<file path="src/rtl/fetch_sequencer_if.sv">
// fetch_sequencer_if: instruction-memory request/response and decode handshake bundle
interface fetch_sequencer_if #(parameter int AW = 32, parameter int DW = 32);
    logic          imem_req;
    logic [AW-1:0] imem_addr;
    logic          imem_gnt;
    logic          imem_rvalid;
    logic [DW-1:0] imem_rdata;
    logic          instr_valid;
    logic [DW-1:0] instr;
    logic          instr_ready;
    modport master (
        output imem_req, imem_addr, instr_valid, instr,
        input  imem_gnt, imem_rvalid, imem_rdata, instr_ready
    );
    modport slave (
        input  imem_req, imem_addr, instr_valid, instr,
        output imem_gnt, imem_rvalid, imem_rdata, instr_ready
    );
endinterface

</file>
<file path="src/rtl/fetch_sequencer.sv">
// fetch_sequencer: PC sequencing and single-outstanding instruction fetch with boot, halt, flush and timeout
module fetch_sequencer #(
    parameter int AW       = 32,
    parameter int DW       = 32,
    parameter int BOOT_CYC = 4,
    parameter int TIMEOUT  = 255
) (
    input  logic              clk,
    input  logic              arst,
    input  logic [AW-1:0]     pc,
    input  logic              branch_taken,
    input  logic              flush,
    input  logic              halt_req,
    fetch_sequencer_if.master bus,
    output logic              pc_load,
    output logic              pc_src,
    output logic              halted,
    output logic              fetch_err
);
    localparam int BW = $clog2(BOOT_CYC + 1);
    localparam int TW = $clog2(TIMEOUT + 1);
    typedef enum logic [2:0] {BOOT, REQ, WAIT, HOLD, HALT, ERR} state_t;
    state_t        state, state_nx;
    logic [BW-1:0] boot_cnt;
    logic [TW-1:0] to_cnt;
    logic          drop;
    logic          take;
    logic [DW-1:0] instr_q;
    always_comb begin
        state_nx = state;
        take     = 1'b0;
        pc_load  = 1'b0;
        case (state)
            BOOT: if (boot_cnt == BW'(BOOT_CYC - 1)) state_nx = halt_req ? HALT : REQ;
            REQ:  if (bus.imem_gnt) state_nx = WAIT;
            WAIT: begin
                // a flush arriving with the response discards it just like a pending drop
                if (bus.imem_rvalid) begin
                    take     = !(drop || flush);
                    state_nx = take ? HOLD : REQ;
                end else if (to_cnt == TW'(TIMEOUT - 1)) begin
                    state_nx = ERR;
                end
            end
            HOLD: begin
                if (flush) begin
                    state_nx = REQ;
                end else if (bus.instr_ready) begin
                    pc_load  = 1'b1;
                    state_nx = halt_req ? HALT : REQ;
                end
            end
            HALT: if (!halt_req) state_nx = REQ;
            default: ;
        endcase
    end
    assign bus.imem_req    = state == REQ;
    assign bus.imem_addr   = bus.imem_req ? pc : '0;
    assign bus.instr_valid = state == HOLD;
    assign bus.instr       = instr_q;
    assign pc_src          = pc_load & branch_taken;
    assign halted          = state == HALT;
    assign fetch_err       = state == ERR;
    always_ff @(posedge clk or posedge arst) begin
        if (arst) begin
            state    <= BOOT;
            boot_cnt <= '0;
            to_cnt   <= '0;
            drop     <= 1'b0;
            instr_q  <= '0;
        end else begin
            state    <= state_nx;
            boot_cnt <= (state == BOOT) ? boot_cnt + 1'b1 : '0;
            to_cnt   <= (state == WAIT && !bus.imem_rvalid) ? to_cnt + 1'b1 : '0;
            drop     <= (state == WAIT) && !bus.imem_rvalid && (drop || flush);
            if (take) instr_q <= bus.imem_rdata;
        end
    end
endmodule
</file>
<file path="src/flat_wrapper.sv">
// flat-port wrapper written by rule: the top's interface ports become plain ports
module fetch_sequencer_flat 
#(
    parameter int AW       = 32,
    parameter int DW       = 32,
    parameter int BOOT_CYC = 4,
    parameter int TIMEOUT  = 255
)
  (clk, arst, pc, branch_taken, flush, halt_req, pc_load, pc_src, halted, fetch_err, bus_imem_req, bus_imem_addr, bus_instr_valid, bus_instr, bus_imem_gnt, bus_imem_rvalid, bus_imem_rdata, bus_instr_ready);
  fetch_sequencer_if #(.AW(AW), .DW(DW)) bus_i ();
  input  logic clk;
  input  logic arst;
  input  logic [AW-1:0] pc;
  input  logic branch_taken;
  input  logic flush;
  input  logic halt_req;
  output logic pc_load;
  output logic pc_src;
  output logic halted;
  output logic fetch_err;
  output wire logic [$bits(bus_i.imem_req)-1:0] bus_imem_req;
  output wire logic [$bits(bus_i.imem_addr)-1:0] bus_imem_addr;
  output wire logic [$bits(bus_i.instr_valid)-1:0] bus_instr_valid;
  output wire logic [$bits(bus_i.instr)-1:0] bus_instr;
  input wire logic [$bits(bus_i.imem_gnt)-1:0] bus_imem_gnt;
  input wire logic [$bits(bus_i.imem_rvalid)-1:0] bus_imem_rvalid;
  input wire logic [$bits(bus_i.imem_rdata)-1:0] bus_imem_rdata;
  input wire logic [$bits(bus_i.instr_ready)-1:0] bus_instr_ready;
  assign bus_imem_req = bus_i.imem_req;
  assign bus_imem_addr = bus_i.imem_addr;
  assign bus_instr_valid = bus_i.instr_valid;
  assign bus_instr = bus_i.instr;
  assign bus_i.imem_gnt = bus_imem_gnt;
  assign bus_i.imem_rvalid = bus_imem_rvalid;
  assign bus_i.imem_rdata = bus_imem_rdata;
  assign bus_i.instr_ready = bus_instr_ready;
  fetch_sequencer #(.AW(AW), .DW(DW), .BOOT_CYC(BOOT_CYC), .TIMEOUT(TIMEOUT)) u_core (.clk(clk), .arst(arst), .pc(pc), .branch_taken(branch_taken), .flush(flush), .halt_req(halt_req), .bus(bus_i), .pc_load(pc_load), .pc_src(pc_src), .halted(halted), .fetch_err(fetch_err));
endmodule
</file>
<file path="config.mk">
export PLATFORM = sky130hd
export DESIGN_NAME = fetch_sequencer_flat
export DESIGN_NICKNAME = d
export VERILOG_FILES = /design/src/rtl/fetch_sequencer_if.sv /design/src/rtl/fetch_sequencer.sv /design/src/flat_wrapper.sv
export SDC_FILE = /design/constraint.sdc
export NUM_CORES = 1
export LEC_CHECK = 0
export ABC_AREA = 1
export BUFFER_PORTS_ARGS = -buffer_cell sky130_fd_sc_hd__buf_2
export CORE_UTILIZATION = 39
export CTS_CLUSTER_SIZE = 16
export DETAILED_ROUTE_END_ITERATION = 8
export HOLD_SLACK_MARGIN = 0.05
export PLACE_DENSITY_LB_ADDON = 0.1
export SYNTH_ARGS = -nofsm -noshare
export SYNTH_HDL_FRONTEND = slang
export SYNTH_SLANG_ARGS = --single-unit
</file>
<file path="constraint.sdc">
create_clock -name clk -period 1.3 [get_ports clk]
set_input_delay 0.26 -clock clk [delete_from_list [all_inputs] [get_ports clk]]
set_output_delay 0.26 -clock clk [all_outputs]
set_load 0.05 [all_outputs]
</file>
Yosys cells after proc, flatten, opt, wreduce, memory -nomap -nowiden

Index checks and enable logic that the tools add are counted.

Reduce and logical (&&, ||, !) cells: 8
Bitwise logic cells: 1
Add/sub/neg operators: 2
Shift operators: 0
Mux-type cells: 18
Order comparisons: 0
Multipliers: 0
Eq/ne operators: 12
Divide/modulo/power cells: 0

Operator list:

| cell                                                  | number |
|---|---|
| 2-to-1 mux 32 bit                                     | 1 |
| 2-to-1 mux 3 bit                                      | 9 |
| case mux 3 bit (5 select lines)                       | 1 |
| equality test 3 x 2 -> 1 bit, second input constant   | 3 |
| adder 8 x 1 -> 8 bit, second input constant           | 1 |
| equality test 8 bit, second input constant            | 1 |
| 2-to-1 mux 8 bit                                      | 1 |
| equality test 3 bit, second input constant            | 2 |
| inequality test 3 x 2 -> 1 bit, second input constant | 2 |
| AND reduction 6 bit                                   | 1 |
| 2-to-1 mux 1 bit                                      | 5 |
| nonzero test 5 bit                                    | 1 |
| inequality test 2 bit, second input constant          | 2 |
| adder 3 x 1 -> 3 bit, second input constant           | 1 |
| equality test 3 x 1 -> 1 bit, second input constant   | 1 |
| zero test 3 bit                                       | 1 |
| logical AND 1 bit                                     | 2 |
| zero test 1 bit                                       | 2 |
| 2-to-1 mux 2 bit                                      | 1 |
| inequality test 2 x 1 -> 1 bit, second input constant | 1 |
| bitwise AND 1 bit                                     | 1 |
| logical OR 1 bit                                      | 1 |

Logic and storage cells: 46
Bits in read-only memories: 0
Latch bits: 0
Memories: 0
Flip-flop bits (word level): 47
Input bits: 72
Output and inout port bits: 70
Bits in writable memories: 0

Depth between registers and ports, before layout

Gate-level depths: netlist of run 1.

Depth in word-level cells: 4
Depth in mapped cells: 9
Depth with buffers taken out: 9

Worst setup path before layout of run 1

OpenSTA, ideal clock, no wires.

Kind: reg2out
Start: reg u_core.state[1]
End: out pc_src
Cell stages (with the launch flop): 6
Slack: -1.229 ns
Arrival: 2.269 ns
Buffers on the path: 0
Data required time: 1.040 ns
Cells stage by stage: dfrtp_1 > nand2_1 > nor2_2 > inv_1 > nor3_2 > and2_1

Word-level cells in the longest chain between the ends: 3

RTL lines:

| what                         | line                  | source |
|---|---|---|
| start, declared              | fetch_sequencer.sv:23 | `state_t state, state_nx;` |
| start signal, assigned       | fetch_sequencer.sv:72 | `state <= state_nx;` |
| equality test 3 x 2 -> 1 bit | --                    |  |
| via bus_instr_valid          | flat_wrapper.sv:23    | `output wire logic [$bits(bus_i.instr_valid)-1:0] bus_instr_valid;` |
| 2-to-1 mux 1 bit             | fetch_sequencer.sv:33 | `case (state)` |
| via pc_load                  | flat_wrapper.sv:17    | `output logic pc_load;` |
| bitwise AND 1 bit            | fetch_sequencer.sv:61 | `assign pc_src = pc_load & branch_taken;` |
| end, declared                | flat_wrapper.sv:18    | `output logic pc_src;` |

The timed path passes the listed nets, and every way through them passes these cells.

Final worst setup path of run 1

Start: reg u_core.state[0]
End: out bus_imem_addr[0]

Word-level cells in the longest chain between the ends: 2

RTL lines:

| what                         | line                  | source |
|---|---|---|
| equality test 3 x 1 -> 1 bit | fetch_sequencer.sv:57 | `assign bus.imem_req = state == REQ;` |
| 2-to-1 mux 32 bit            | fetch_sequencer.sv:58 | `assign bus.imem_addr = bus.imem_req ? pc : '0;` |
| end, declared                | flat_wrapper.sv:22    | `output wire logic [$bits(bus_i.imem_addr)-1:0] bus_imem_addr;` |

No other way between the ends.

==> flow_summary.ini, run 1 <==
[floorplanning]
core.rowCount = 28
io_pins = 142
initial_core_util = 0.404
core-area_sq_um = 5960
die_w_um = 80.6
die_h_um = 80.6
fp.dieArea_sq_um = 6490

[placed_design]
hpwl_mm = 4.69
io_buffers = 141
place_congestion = 0.840
placed_cells = 551

[global_route]
antenna_found_initial = 0
grt_pass1_vias = 2583
met1_usage = 0.300
grt.met2_usage = 0.418
overflow = 0
grtUsageMet3 = 0.0534
grt.busiest_layer = met2
grt_first_pass_wirelength_mm = 11.8
grt_max_degree = 48
grtUsageTotal = 0.238

[yosys]
synth_compound_area_frac = 0.0281
synth_xor_area_frac = 0
synthAdderAreaFrac = 0.0208
synthArstFlopShare = 1.00
synthCells = 322
ys.warnings.count = 0
syn_area_sq_um = 2410
synth_area_leaders = dfrtp_1 49%, nand2_1 13%, nand3_1 9.1%, inv_1 8.1%, nor2_1 7.9%
synth_ff_type = dfrtp_1
synth_top_area_frac = 0.488
yosys.area.top_type = dfrtp_1
syn_nets = 398
seq_area_frac_synth = 0.488
ys_ff_latch = 47
synth-edff-count = 0
synthMuxAreaShare = 0
synth_top_family_by_area = simple AND/OR/NAND/NOR gates
yosys.area_share.simple = 0.343
synth.avg_cell_area_sq_um = 7.48
ys_types = 23

[route]
drt_pre_antenna_iters = 4
drc_errors = 0
antenna_left = 0
drt_wl_total_mm = 8.16
wl_per_cell_um = 14.0
vias_per_cell = 4.75
drtIter0Drc = 85
vias = 2761

[timing]
fin_skew_ns = 0.0153
finalWorstSetupSlack_ns = -0.449
max_freq_mhz = 572
final_max_slew_viol_count = 0
slew_headroom = 0.749
timing.final.hold_violations = 0
fin_crit_sh = 1.35
setup_viol = 84
tns_ns = -19.67
grt_setup_unrepaired = true
worst_slew_pin_slew_ns = 0.376
finalCriticalPeriod_ns = 1.75

[setup_path]
r2r-start = u_core.state[0]
worstRegToRegCells = 10
ff2ff_setup_slack_ns = -0.36
startpoint_type = flip-flop
path_class = flip-flop to primary output
crit_required_ns = 1.04
path_cells = inv_2 -> nor2_4 -> nand2_4 -> clkbuf_16 -> nor2_4 -> buf_6
cp_slowest_cell = dfrtp_1
cp.arrival_ns = 1.49
path_max_fanout = 7
cpPeakStageDelay_ns = 0.40
cpMostUsedCell = nor2_4
r2r_end = u_core.state[0]
end_kind = primary output

[cells_and_area]
final_nets = 581
drive_above_1_share = 0.628
instances_no_fill = 581
multiInputGateArea_sq_um = 1600
final-seq-area_sq_um = 1180
n_fill_cell = 394
antenna_cells = 0
area_delta_synth_final_pct = 99.5

[cts]
cts_made_buffers = 5
cts_buffer_depth = 2
clockRootBuffer = clkbuf_8
cts_tree = built
htree_levels = 2
clock-sinks = 47
cts.clk_slew.worst_paths_ns = 0.09
clkLatencyLatePin_ns = 0.30

[run_status]
violations = setup timing
outcome = finished with violations

[power]
leakagePower_nw = 2.48
power_frac_comb = 0.696
p_sw_mw = 6.13
seq_power_share = 0.222
internal_power_mw = 5.33
worst_ir_drop_vdd_v = 0.00208
power_density_nw_per_um2 = 2380
p_clk_frac = 0.082
p_sw_frac = 0.535

[hold_path]
hp-class = input port to flip-flop
hold_end = u_core.bus.instr[18]
holdPathStages = 3
min-delay-start = bus_imem_rdata[18]

[job]
maxCapViolCount = 0
## final cells by class
type / count / area share
flip-flops and latches: 47 / 0.245
repair buffers: 188 / 0.337
clock inverters: 2 / 0.00286
well taps: 75 / 0.0195
inverters: 54 / 0.0453
clock buffers: 6 / 0.0172
multi-input cells: 209 / 0.334
## placed cells by master, fill, tap and decap left out, types with 2 or more instances in the layout
master	instances
o21bai_1	3
clkbuf_8	6
nand2_2	30
inv_2	5
inv_6	2
buf_2	97
nor3_4	4
o21ai_0	2
buf_6	37
nand3_2	10
dfrtp_1	46
nand2_1	36
nor2_2	2
inv_1	45
buf_16	4
clkinvlp_4	2
buf_4	20
ha_1	3
nor2_1	12
buf_8	13
buf_12	9
a21oi_1	5
clkbuf_4	6
nand3_1	33
nor2_4	38
nand2_8	2
nand2_4	20
o21ai_2	2
## how the worst max path moves through the flow
stage          slack (ns)                end             from  cells past startpoint
2_1_floorplan       -0.70             pc_src  u_core.state[1]                      5
3_3_place_gp        -0.15  bus_imem_addr[12]  u_core.state[0]                      6
3_5_place_dp        -0.20  bus_imem_addr[25]  u_core.state[0]                      6
4_1_cts             -0.42  bus_imem_addr[12]  u_core.state[0]                      6
5_1_grt             -0.54   bus_imem_addr[0]  u_core.state[0]                      6
6_report            -0.45   bus_imem_addr[0]  u_core.state[0]                      6
## cells by family (layout without fill, tap and decap cells)
family,after synthesis,count (layout)
flip-flops,47,47
AND/OR/NAND/NOR,193,193
adder cells (fa/ha/maj),4,4
AO/OA/AOI/OAI,12,12
buffers and inverters,66,250
## state kept, by name (all words and copies together) (netlist names)
signal,count
u_core.to_cnt,8
u_core.drop,1
u_core.boot_cnt,3
u_core.state,3
u_core.bus.instr,32
## cell usage after synthesis, types with 2 or more instances
cell / instances
ha_1: 4
nor3_1: 3
buf_4: 3
inv_2: 2
a21oi_1: 5
dfrtp_1: 47
buf_6: 3
inv_1: 52
o21ai_0: 4
o21bai_1: 3
nor2_1: 51
nand2_1: 86
buf_2: 6
nand3_1: 44
## per-stage QoR
| stage | hold WS [ns] | total power [mW] | worst slack [ns] | util | instance area, sq um |
|---|---|---|---|---|---|
| global placement | 0.342 | 8.39 | -0.153 | 0.615 | 3660 |
| CTS | 0.171 | 10.6 | -0.422 | 0.733 | 4370 |
| finish | 0.178 | 11.5 | -0.449 | 0.807 | 4810 |
| floorplan | 0.283 | 6.99 | -0.697 | - | 2720 |
| detailed placement | 0.346 | 8.49 | -0.200 | 0.615 | 3660 |
| global route | 0.179 | 12.0 | -0.536 | 0.807 | 4810 |
## per-layer routing
| layer | vias to the layer above | share of wire |
|---|---|---|
| li1 | 1351 | - |
| met1 | 1327 | 0.39 |
| met2 | 75 | 0.55 |
| met3 | 8 | 0.048 |
| met4 | 0 | 0.0093 |
| met5 | - | 0 |
## power by group through the flow
stage	combinational (mW)	sequential, mW	clock [mW]
2_1_floorplan	2.93	4.06	0
5_1_grt	8.39	2.60	1.04
3_5_place_dp	6.16	2.34	0
3_3_place_gp	6.07	2.33	0
4_1_cts	7.27	2.34	0.974
6_report	7.97	2.54	0.942
## critical path: cells and delay by family (launching register included)
family                 cells  cell delay (ns)
buffers and inverters      3             0.43
and+or+nand+nor            3             0.36
DFF                        1             0.40
## repair_timing
action,4_1_cts,5_1_grt
gates cloned,6,1
hold endpoints to repair,47,0
hold buffers,1,0
setup buffers,9,8
pin swaps,6,17
setup endpoints to repair,78,81
gates resized for setup,111,116
Note: power is estimated with default switching activity, not from simulation.
==> run 2: changes to the inputs <==
ABC_AREA = 0   (was 1)
CORE_UTILIZATION = 38   (was 39)
MAX_ROUTING_LAYER = met4   (was not set)
SKIP_LAST_GASP = 1   (was not set)
==> flow_summary.ini, run 2 <==
[yosys]
synth_area_leaders = dfrtp_1 53%, mux2_2 16%, and2_1 9.6%, nor2_1 2.4%, ha_1 2.2%
synth_ff_type = dfrtp_1
synthTopCellsByCount = 47 x dfrtp_1, 34 x and2_1, 32 x mux2_2
synthArstFlopShare = 1.00
syn_area_sq_um = 2220
synthCells = 190
ys_types = 32
ys.warnings.count = 0
syn_nets = 266
ys_ff_latch = 47
yosys.area.top_type = dfrtp_1
synth-edff-count = 0
synth.avg_cell_area_sq_um = 11.7
seq_area_frac_synth = 0.529
synth_top_area_frac = 0.529
yosysMostFrequentCell = dfrtp_1

[floorplanning]
io_pins = 142
die_h_um = 78.5
core.rowCount = 27
core-area_sq_um = 5570
die_w_um = 78.5
fp.dieArea_sq_um = 6160
initial_core_util = 0.399

[timing]
timing.final.hold_violations = 0
grt_setup_unrepaired = true
finalCriticalPeriod_ns = 1.83
worst_slew_pin_slew_ns = 0.332
fin_skew_ns = 0.00638
fin_crit_sh = 1.41
slew_headroom = 0.778
finalWorstSetupSlack_ns = -0.533
max_freq_mhz = 545
final_max_slew_viol_count = 0
setup_viol = 85

[route]
drtIter0Drc = 76
vias = 2096
antenna_left = 0
drt_pre_antenna_iters = 4
drc_errors = 0
wl_per_cell_um = 13.5
vias_per_cell = 4.74
drt_wl_total_mm = 5.97

[setup_path]
worstRegToRegCells = 6
r2r_end = u_core.state[0]
end_kind = primary output
crit_path_start = u_core.state[1]
crit_required_ns = 1.04
startpoint_type = flip-flop
crit_end = bus_imem_addr[22]
path_max_fanout = 33
ff2ff_setup_slack_ns = -0.48
cp.arrival_ns = 1.57
path_class = flip-flop to primary output
r2r-start = u_core.state[2]

[cts]
cts_tree = built
clock-sinks = 47
cts.clk_slew.worst_paths_ns = 0.09
clkLatencyLatePin_ns = 0.30
cts_buffer_depth = 2
htree_levels = 2
cts_made_buffers = 5
clockRootBuffer = clkbuf_8

[cells_and_area]
area_delta_synth_final_pct = 72.6
final_nets = 445
largest_reg_flops = 32
layout_common_cells = 104 x buf_2, 59 x buf_4, 44 x dfrtp_1, 32 x mux2_2, 31 x and2_4
n_fill_cell = 423
antenna_cells = 0
finish.utilization = 0.689
drive_above_1_share = 0.746
final_common_cell = buf_2

[job]
maxCapViolCount = 0

[power]
internal_power_mw = 5.03
worst_ir_drop_vdd_v = 0.00165
p_sw_frac = 0.497
seq_power_share = 0.233
power_frac_comb = 0.654
power_density_nw_per_um2 = 2610
p_clk_frac = 0.113
p_sw_mw = 4.97
leakagePower_nw = 2.03

[run_status]
outcome = finished with violations
violations = setup timing

[placed_design]
io_buffers = 141
place_congestion = 0.800
hpwl_mm = 4.25
preCtsSetupSlack_ns = -0.321

[global_route]
antenna_found_initial = 0
grt_max_degree = 34
grt_first_pass_wirelength_mm = 9.05
grt_pass1_vias = 2027
overflow = 0
grtUsageTotal = 0.193

[hold_path]
hp-class = input port to flip-flop
-- run 2: cell types whose count changed in the layout (fill, tap and decap cells not counted), sizes merged, moves of 32 or more --
cell | previous run | this run
mux2 | 0 | 32
nand2 | 88 | 5
nor2 | 52 | 14
and2 | 1 | 34
nand3 | 44 | 4
inv | 53 | 4
-- run 2: what timing repair did --
action,in CTS,in global routing
hold buffers,1,0
hold endpoints to repair,12,0
setup buffers,3,6
resized for setup,51,11
gates cloned,0,3
setup endpoints to repair,85,85
pin swaps,2,3
-- run 2: power by group through the flow --
stage / clock network (mW) / logic, mW / registers, mW
3_3_place_gp: 0 / 5.92 / 2.33
6_report: 1.13 / 6.55 / 2.33
3_5_place_dp: 0 / 5.95 / 2.36
5_1_grt: 1.20 / 6.84 / 2.41
4_1_cts: 1.16 / 6.34 / 2.33
2_1_floorplan: 0 / 2.92 / 4.06
-- run 2: layout make-up --
| class | instances | area, sq um | area share |
|---|---|---|---|
| Clock buffer | 6 | 82.6 | 0.0215 |
| Clock inverter | 2 | 38.8 | 0.0101 |
| Inverter | 5 | 26.3 | 0.00684 |
| Multi-Input combinational cell | 128 | 1160 | 0.302 |
| Sequential cell | 47 | 1180 | 0.307 |
| Tap cell | 72 | 90.1 | 0.0235 |
| Timing Repair Buffer | 182 | 1260 | 0.329 |
-- run 2: logic make-up (layout without fill, tap and decap cells) --
| family | Yosys count | count (layout) | synth area share |
|---|---|---|---|
| buffers and inverters | 15 | 195 | 0.0281 |
| adder cells (fa/ha/maj) | 4 | 4 | 0.0225 |
| flip-flops | 47 | 47 | 0.529 |
| XOR/XNOR | 6 | 6 | 0.0236 |
| multiplexers | 32 | 32 | 0.162 |
| AND/OR/NAND/NOR | 73 | 73 | 0.193 |
| AO/OA/AOI/OAI | 13 | 13 | 0.0422 |
-- run 2: how the worst min path moves through the flow --
| stage | from | to | slack [ns] | depth (start not counted) |
|---|---|---|---|---|
| 3_3_place_gp | arst | u_core.bus.instr[20] | 0.24 | 2 |
| 5_1_grt | bus_imem_rdata[8] | u_core.bus.instr[8] | 0.17 | 2 |
| 2_1_floorplan | arst | u_core.boot_cnt[0] | 0.28 | 1 |
| 3_5_place_dp | arst | u_core.boot_cnt[1] | 0.25 | 2 |
| 6_report | bus_imem_rdata[8] | u_core.bus.instr[8] | 0.18 | 2 |
| 4_1_cts | bus_imem_rdata[8] | u_core.bus.instr[8] | 0.17 | 2 |
-- run 2: stage by stage --
stage               instance area (sq um)  std cells  setup TNS [ns]  hold slack (ns)  power, mW
finish                               3840        442          -36.90            0.181       10.0
global route                         3840        442          -42.36            0.172       10.4
CTS                                  3680        433          -29.67            0.175       9.83
detailed placement                   3380        421          -19.99            0.249       8.32
global placement                     3380        421          -18.63            0.243       8.25
floorplan                            2450        190          -13.12            0.283       6.98
-- run 2: worst max-delay path, stage by stage (launching register included) --
cell and delay (ns):
dfrtp_2 0.46, nor3b_4 0.26, buf_12 0.21, and2_4 0.16, buf_4 0.19
-- run 2: routing by layer --
layer  global-route usage  up-vias  share of wire
li1                     -      999              -
met1                0.211      994           0.41
met2                0.348       98           0.51
met3               0.0477        5          0.077
met4               0.0500        0         0.0092
met5                    -        -              0
